==> config.mk <==
export PLATFORM = sky130hd
export DESIGN_NAME = emergency_sequencer
export DESIGN_NICKNAME = d
export VERILOG_FILES = /design/src/rtl/emergency_sequencer_pkg.sv /design/src/rtl/emergency_sequencer_sos_debounce.sv /design/src/rtl/emergency_sequencer.sv
export SDC_FILE = /design/constraint.sdc
export NUM_CORES = 1
export LEC_CHECK = 0
export BUFFER_PORTS_ARGS = -buffer_cell sky130_fd_sc_hd__buf_2
export CORE_MARGIN = 10
export CORE_UTILIZATION = 40
export DETAILED_ROUTE_END_ITERATION = 6
export PLACE_DENSITY = 0.55
export SKIP_CTS_REPAIR_TIMING = 1
export SLEW_MARGIN = 20
export SYNTH_ARGS = -nofsm -noshare
export SYNTH_HDL_FRONTEND = slang
export SYNTH_SLANG_ARGS = --single-unit
export TNS_END_PERCENT = 30
==> constraint.sdc <==
create_clock -name clk -period 2.7 [get_ports clk]
set_input_delay 0.27 -clock clk [delete_from_list [all_inputs] [get_ports clk]]
set_output_delay 0.27 -clock clk [all_outputs]
set_load 0.03 [all_outputs]
==> src/rtl/emergency_sequencer_pkg.sv <==
// Shared state encodings, cause codes and output decode for the emergency sequencer.
package emergency_sequencer_pkg;

  typedef enum logic [2:0] {
    ST_IDLE  = 3'd0,
    ST_HALT  = 3'd1,
    ST_CREEP = 3'd2,
    ST_OPEN  = 3'd3,
    ST_HOLD  = 3'd4,
    ST_STUCK = 3'd5
  } state_t;

  // Cause codes are ordered by priority, so an upgrade is a numeric max.
  localparam logic [1:0] CAUSE_NONE     = 2'b00;
  localparam logic [1:0] CAUSE_OVERLOAD = 2'b01;
  localparam logic [1:0] CAUSE_SOS      = 2'b10;
  localparam logic [1:0] CAUSE_FIRE     = 2'b11;

  typedef struct packed {
    logic sos_mode;
    logic motor_stop;
    logic creep_en;
    logic door_open_cmd;
    logic buzzer;
  } outs_t;

  function automatic logic [1:0] source_cause(input logic fire, input logic sos, input logic ovl);
    if (fire)     return CAUSE_FIRE;
    else if (sos) return CAUSE_SOS;
    else if (ovl) return CAUSE_OVERLOAD;
    else          return CAUSE_NONE;
  endfunction

  function automatic outs_t decode_outputs(input state_t st, input logic [1:0] cause);
    outs_t o;
    o = '0;
    case (st)
      ST_HALT:  begin o.sos_mode = 1'b1; o.motor_stop = 1'b1; o.buzzer = 1'b1; end
      ST_CREEP: begin o.sos_mode = 1'b1; o.creep_en = 1'b1; o.buzzer = 1'b1; end
      ST_OPEN:  begin o.sos_mode = 1'b1; o.motor_stop = 1'b1; o.door_open_cmd = 1'b1; o.buzzer = 1'b1; end
      // Overload alone is not a hazard once the door is open, so it stays quiet.
      ST_HOLD:  begin
        o.sos_mode = 1'b1; o.motor_stop = 1'b1; o.door_open_cmd = 1'b1;
        o.buzzer = (cause != CAUSE_OVERLOAD);
      end
      ST_STUCK: begin o.sos_mode = 1'b1; o.motor_stop = 1'b1; o.buzzer = 1'b1; end
      default:  o = '0;
    endcase
    return o;
  endfunction

endpackage

==> src/rtl/emergency_sequencer_sos_debounce.sv <==
// SOS button debounce: one event per press after DEBOUNCE consecutive high samples.
module sos_debounce #(
  parameter int DEBOUNCE = 4,
  parameter int CNT_W    = 8
) (
  input  logic clk,
  input  logic rst,
  input  logic btn,
  output logic evt
);

  localparam logic [CNT_W-1:0] CNT_TC   = CNT_W'(DEBOUNCE - 1);
  localparam logic [CNT_W-1:0] CNT_FULL = CNT_W'(DEBOUNCE);

  logic [CNT_W-1:0] cnt;

  // Count consecutive high samples; parking at FULL suppresses repeats until release.
  always_ff @(posedge clk) begin
    if (rst)              cnt <= '0;
    else if (!btn)        cnt <= '0;
    else if (cnt != CNT_FULL) cnt <= cnt + 1'b1;
  end

  assign evt = btn && (cnt == CNT_TC);

endmodule

==> src/rtl/emergency_sequencer.sv <==
// Emergency stop sequencer: halt, creep to a landing, open door, hold for maintenance.
//
// state | meaning
// IDLE  | normal service, no emergency
// HALT  | stopping the motor, waiting for the car to stand still
// CREEP | slow travel toward the next landing, bounded by CREEP_TIMEOUT
// OPEN  | aligned at a landing, door being forced open (one cycle)
// HOLD  | door held open until the maintenance key releases it
// STUCK | creep timed out between landings, door kept shut
module emergency_sequencer
  import emergency_sequencer_pkg::*;
#(
  parameter int DEBOUNCE      = 4,
  parameter int CREEP_TIMEOUT = 200,
  parameter int CLEAR_CYCLES  = 8,
  parameter int CNT_W         = 8
) (
  input  logic       clk,
  input  logic       rst,
  input  logic       sos_button,
  input  logic       fire_alarm,
  input  logic       overload,
  input  logic       moving,
  input  logic       at_floor,
  input  logic       clear_key,
  output logic       sos_mode,
  output logic       motor_stop,
  output logic       creep_en,
  output logic       door_open_cmd,
  output logic       buzzer,
  output logic [1:0] cause,
  output logic [2:0] state_o
);

  localparam logic [CNT_W-1:0] CREEP_TC = CNT_W'(CREEP_TIMEOUT - 1);
  localparam logic [CNT_W-1:0] CLEAR_TC = CNT_W'(CLEAR_CYCLES - 1);

  state_t           state, state_n;
  logic [CNT_W-1:0] timer, timer_n;
  logic [1:0]       cause_q, cause_n, src_cause;
  logic             sos_evt, any_src;
  outs_t            outs_q;

  sos_debounce #(.DEBOUNCE(DEBOUNCE), .CNT_W(CNT_W)) u_sos_debounce (
    .clk (clk),
    .rst (rst),
    .btn (sos_button),
    .evt (sos_evt)
  );

  assign src_cause = source_cause(fire_alarm, sos_evt, overload);
  // Release needs the raw button low too, not just the absence of a fresh event.
  assign any_src   = fire_alarm | overload | sos_button;

  // Next-state, shared timer and cause latch/upgrade.
  always_comb begin
    state_n = state;
    cause_n = cause_q;
    timer_n = (timer == '1) ? timer : timer + 1'b1;
    if (state != ST_IDLE && src_cause > cause_q) cause_n = src_cause;
    case (state)
      ST_IDLE: begin
        timer_n = '0;
        if (src_cause != CAUSE_NONE) begin
          cause_n = src_cause;
          state_n = (at_floor && !moving) ? ST_OPEN : ST_HALT;
        end
      end
      ST_HALT: begin
        if (!moving) state_n = at_floor ? ST_OPEN : ST_CREEP;
      end
      ST_CREEP: begin
        if (at_floor)                state_n = ST_OPEN;
        else if (timer == CREEP_TC)  state_n = ST_STUCK;
      end
      ST_OPEN: state_n = ST_HOLD;
      ST_HOLD, ST_STUCK: begin
        if (!clear_key) timer_n = '0;
        else if (timer == CLEAR_TC) begin
          if (any_src) timer_n = '0;
          else         state_n = ST_IDLE;
        end
      end
      default: state_n = ST_IDLE;
    endcase
    if (state_n != state) timer_n = '0;
    if (state != ST_IDLE && state_n == ST_IDLE) cause_n = CAUSE_NONE;
  end

  // State, timer, cause and output registers; reset drops everything immediately.
  always_ff @(posedge clk) begin
    if (rst) begin
      state   <= ST_IDLE;
      timer   <= '0;
      cause_q <= CAUSE_NONE;
      outs_q  <= '0;
    end else begin
      state   <= state_n;
      timer   <= timer_n;
      cause_q <= cause_n;
      outs_q  <= decode_outputs(state_n, cause_n);
    end
  end

  assign sos_mode      = outs_q.sos_mode;
  assign motor_stop    = outs_q.motor_stop;
  assign creep_en      = outs_q.creep_en;
  assign door_open_cmd = outs_q.door_open_cmd;
  assign buzzer        = outs_q.buzzer;
  assign cause         = cause_q;
  assign state_o       = state;

endmodule
==> flow_summary_export.csv <==
group,metric,value,unit
global_route,grt_use_met2,0.194,
place,io_buffers,17,
final_layout,drive_above_1_share,0.207,
logic_synthesis,synth_edf_count,0,
worst_setup_path,cp-start-kind,"flip-flop",
cts,cts_max_level,1,
power_and_ir_drop,p_leak,0.654,nW
logic_synthesis,yosysWarningCount,0,
timing,drv_slew,0,
global_route,grt_pass1_wl,6.00,mm
logic_synthesis,synth-seq-cells,26,
timing,fin_skew,0.0102,ns
timing,rsz0062_at_grt,"false",
worst_setup_path,crit_path_cell_trace,"ha_1 > nor4bb_4 > nand2_2 > nand2_1 > ha_1 > nor2b_1 > o21ai_1 > o21ai_0 > a2111o_1 > a31oi_1",
logic_synthesis,yosysTopAreaCellShare,0.338,
logic_synthesis,synthFlopType,"dfxtp_1",
place,dp_hpwl,2.79,mm
global_route,top_usage_layer,"met2",
power_and_ir_drop,ir_worst_vdd,0.239,mV
worst_setup_path,ff2ff_path_depth,10,
drt,drtAntennaViolNets,0,
global_route,met1_usage,0.129,
worst_hold_path,hold_depth,2,
worst_hold_path,min_to,"state_o[1]",
final_layout,layout.cells.non_filler,236,
logic_synthesis,avgSynthCellArea,9.16,um^2
final_layout,areaGrowthSynthToFinish,13.3,%
global_route,grt_max_degree,16,
cts,clockBufferDepth,2,
final_layout,fin_nets,202,
floorplanning,pin_count,18,
worst_setup_path,end_kind,"flip-flop",
logic_synthesis,ys_top_cells_by_area,"dfxtp_1, a211oi_2, ha_1",
timing,fin_tns_setup,0,ns
logic_synthesis,ys_async_sr_fraction,0,
power_and_ir_drop,p_per_area,613,nW/um^2
timing,whs,0.331,ns
floorplanning,dieArea,6730,um^2
final_layout,antenna_cells,0,
floorplanning,die_x,82.0,um
worst_setup_path,worst_path_largest_cell_delay,0.41,ns
logic_synthesis,synth.distinct_cells,52,
place,routabilityCongestion,0.802,
cts,cts_root_buf,"clkbuf_8",
floorplanning,die_h,82.0,um
drt,via_count,1283,
worst_setup_path,path_class,"reg -> reg",
drt,route.detailed.drc,0,
place,place_inst,232,
global_route,track_usage,0.111,
global_route,grt_remaining_overflow,0,
timing,relSlewSlack,0.721,
logic_synthesis,yosysMostFrequentCell,"dfxtp_1",
worst_setup_path,reg2reg_to,"cause[0]",
timing,hold_viol_final,0,
worst_setup_path,cp_max_fo,6,
timing,finalCritPeriodShare,0.936,
drt,wl_per_cell,14.9,um
worst_setup_path,cpMostUsedCell,"ha_1",
timing,period_minus_slack,2.53,ns
worst_setup_path,r2r_start,"u_sos_debounce.cnt[1]",
floorplanning,coreArea,3690,um^2
cts,clkTransAtPathRegs,0.10,ns
worst_setup_path,r2r_slack,0.17,ns
worst_setup_path,worstPathArrival,2.73,ns
global_route,grt.met3_usage,0.0284,
timing,worstMarginPinSlew,0.415,ns
global_route,first_global_vias,1313,
logic_synthesis,yosys-top-cells-count,"dfxtp_1, nor2_1, nand2_1",
logic_synthesis,syn_nets,181,
cts,cts_tree,"yes",
timing,max_freq,396,MHz
drt,drtIter0Drc,48,
worst_setup_path,slowest_stage,"a2111o_1",
floorplanning,rows,22,
logic_synthesis,synth_cells,168,
worst_hold_path,hp-start,"rst",
drt,viasPerCell,5.44,
logic_synthesis,seq_area_frac_synth,0.338,
cts,cts_sinks,26,
worst_setup_path,required,2.91,ns
floorplanning,start_util,0.417,
timing,setup_viol,0,
logic_synthesis,mappedNetlistArea,1540,um^2
cts,cts_made_buffers,3,
global_route,antenna_found_initial,0,
run,maxCapViolCount,0,
drt,firstDrtPassIters,4,
drt,routed_wirelength,3.52,mm
worst_hold_path,hp-class,"in -> reg",
logic_synthesis,yosys.area.top_type,"dfxtp_1",
cts,insertion_delay,0.27,ns
run_status,status,"complete, no violations",
-- report_power, final --
part           leakage, nW  total [mW]  internal, mW  switching, mW
sequential           0.212       0.435         0.411         0.0240
clock               0.0357       0.327         0.198          0.129
combinational        0.406       0.307         0.109          0.198
total                0.654        1.07         0.719          0.351
-- registers in the layout, indices dropped and copies added, names as in the netlist --
signal	flops
u_sos_debounce.cnt	8
door_open_cmd	1
cause	2
motor_stop	1
creep_en	1
timer	8
state_o	3
sos_mode	1
buzzer	1
-- per-stage QoR --
step           setup WS [ns]   util  area [um^2]  power, mW
4_1_cts                0.107  0.473         1740       1.08
2_1_floorplan          0.376      -         1540      0.678
3_5_place_dp           0.135  0.453         1670      0.753
6_report               0.172  0.473         1740       1.07
5_1_grt               0.0142  0.473         1740       1.13
3_3_place_gp           0.262  0.453         1670      0.749
-- critical path: cells and delay by family (launching register included) --
kind            cells  cell delay, ns
compound gates      4            0.89
simple gates        4            0.68
fa+ha+maj           2            0.50
flops               1            0.40
-- cell families after synthesis --
| family | share of synthesized area |
|---|---|
| XOR/XNOR | 0.0512 |
| adder cells (fa/ha/maj) | 0.0407 |
| buffers and inverters | 0.0423 |
| AO/OA/AOI/OAI | 0.207 |
| AND/OR/NAND/NOR | 0.289 |
| flip-flops | 0.338 |
| multiplexers | 0.0325 |
-- layout by cell type (no fill, tap or decap), types with 4 or more instances in the layout --
cell type / n
xor2_1: 5
a21oi_1: 8
buf_4: 4
nand2b_1: 4
and3_1: 5
dfxtp_1: 25
nor2_1: 15
xnor2_1: 4
a211oi_2: 7
inv_1: 6
nand3_1: 10
ha_1: 5
mux2i_1: 5
nand2_1: 12
o21ai_0: 4
buf_2: 17
-- layout make-up --
class | count | area [um^2]
fill | 366 | 1940
multi-input combinational | 131 | 953
sequential | 26 | 522
timing repair buffer | 21 | 115
tap | 48 | 60.1
clock buffer | 3 | 41.3
clock inverter | 1 | 30.0
inverter | 6 | 22.5
-- how the worst max path moves through the flow --
stage,depth (start not counted),slack [ns],startpoint,endpoint
after floorplan,10,0.38,u_sos_debounce.cnt[0],cause[0]
after global placement,10,0.26,u_sos_debounce.cnt[0],cause[0]
after detailed placement,10,0.14,u_sos_debounce.cnt[0],cause[0]
after CTS,10,0.11,u_sos_debounce.cnt[0],cause[0]
after global routing,10,0.01,u_sos_debounce.cnt[1],cause[0]
final,10,0.17,u_sos_debounce.cnt[1],cause[0]
-- per-layer routing --
layer	routed length [um]	up-vias
li1	-	668
met1	1570	597
met2	1760	16
met3	170	2
met4	17	0
met5	0	-
Power figures use the tool's default switching activity.
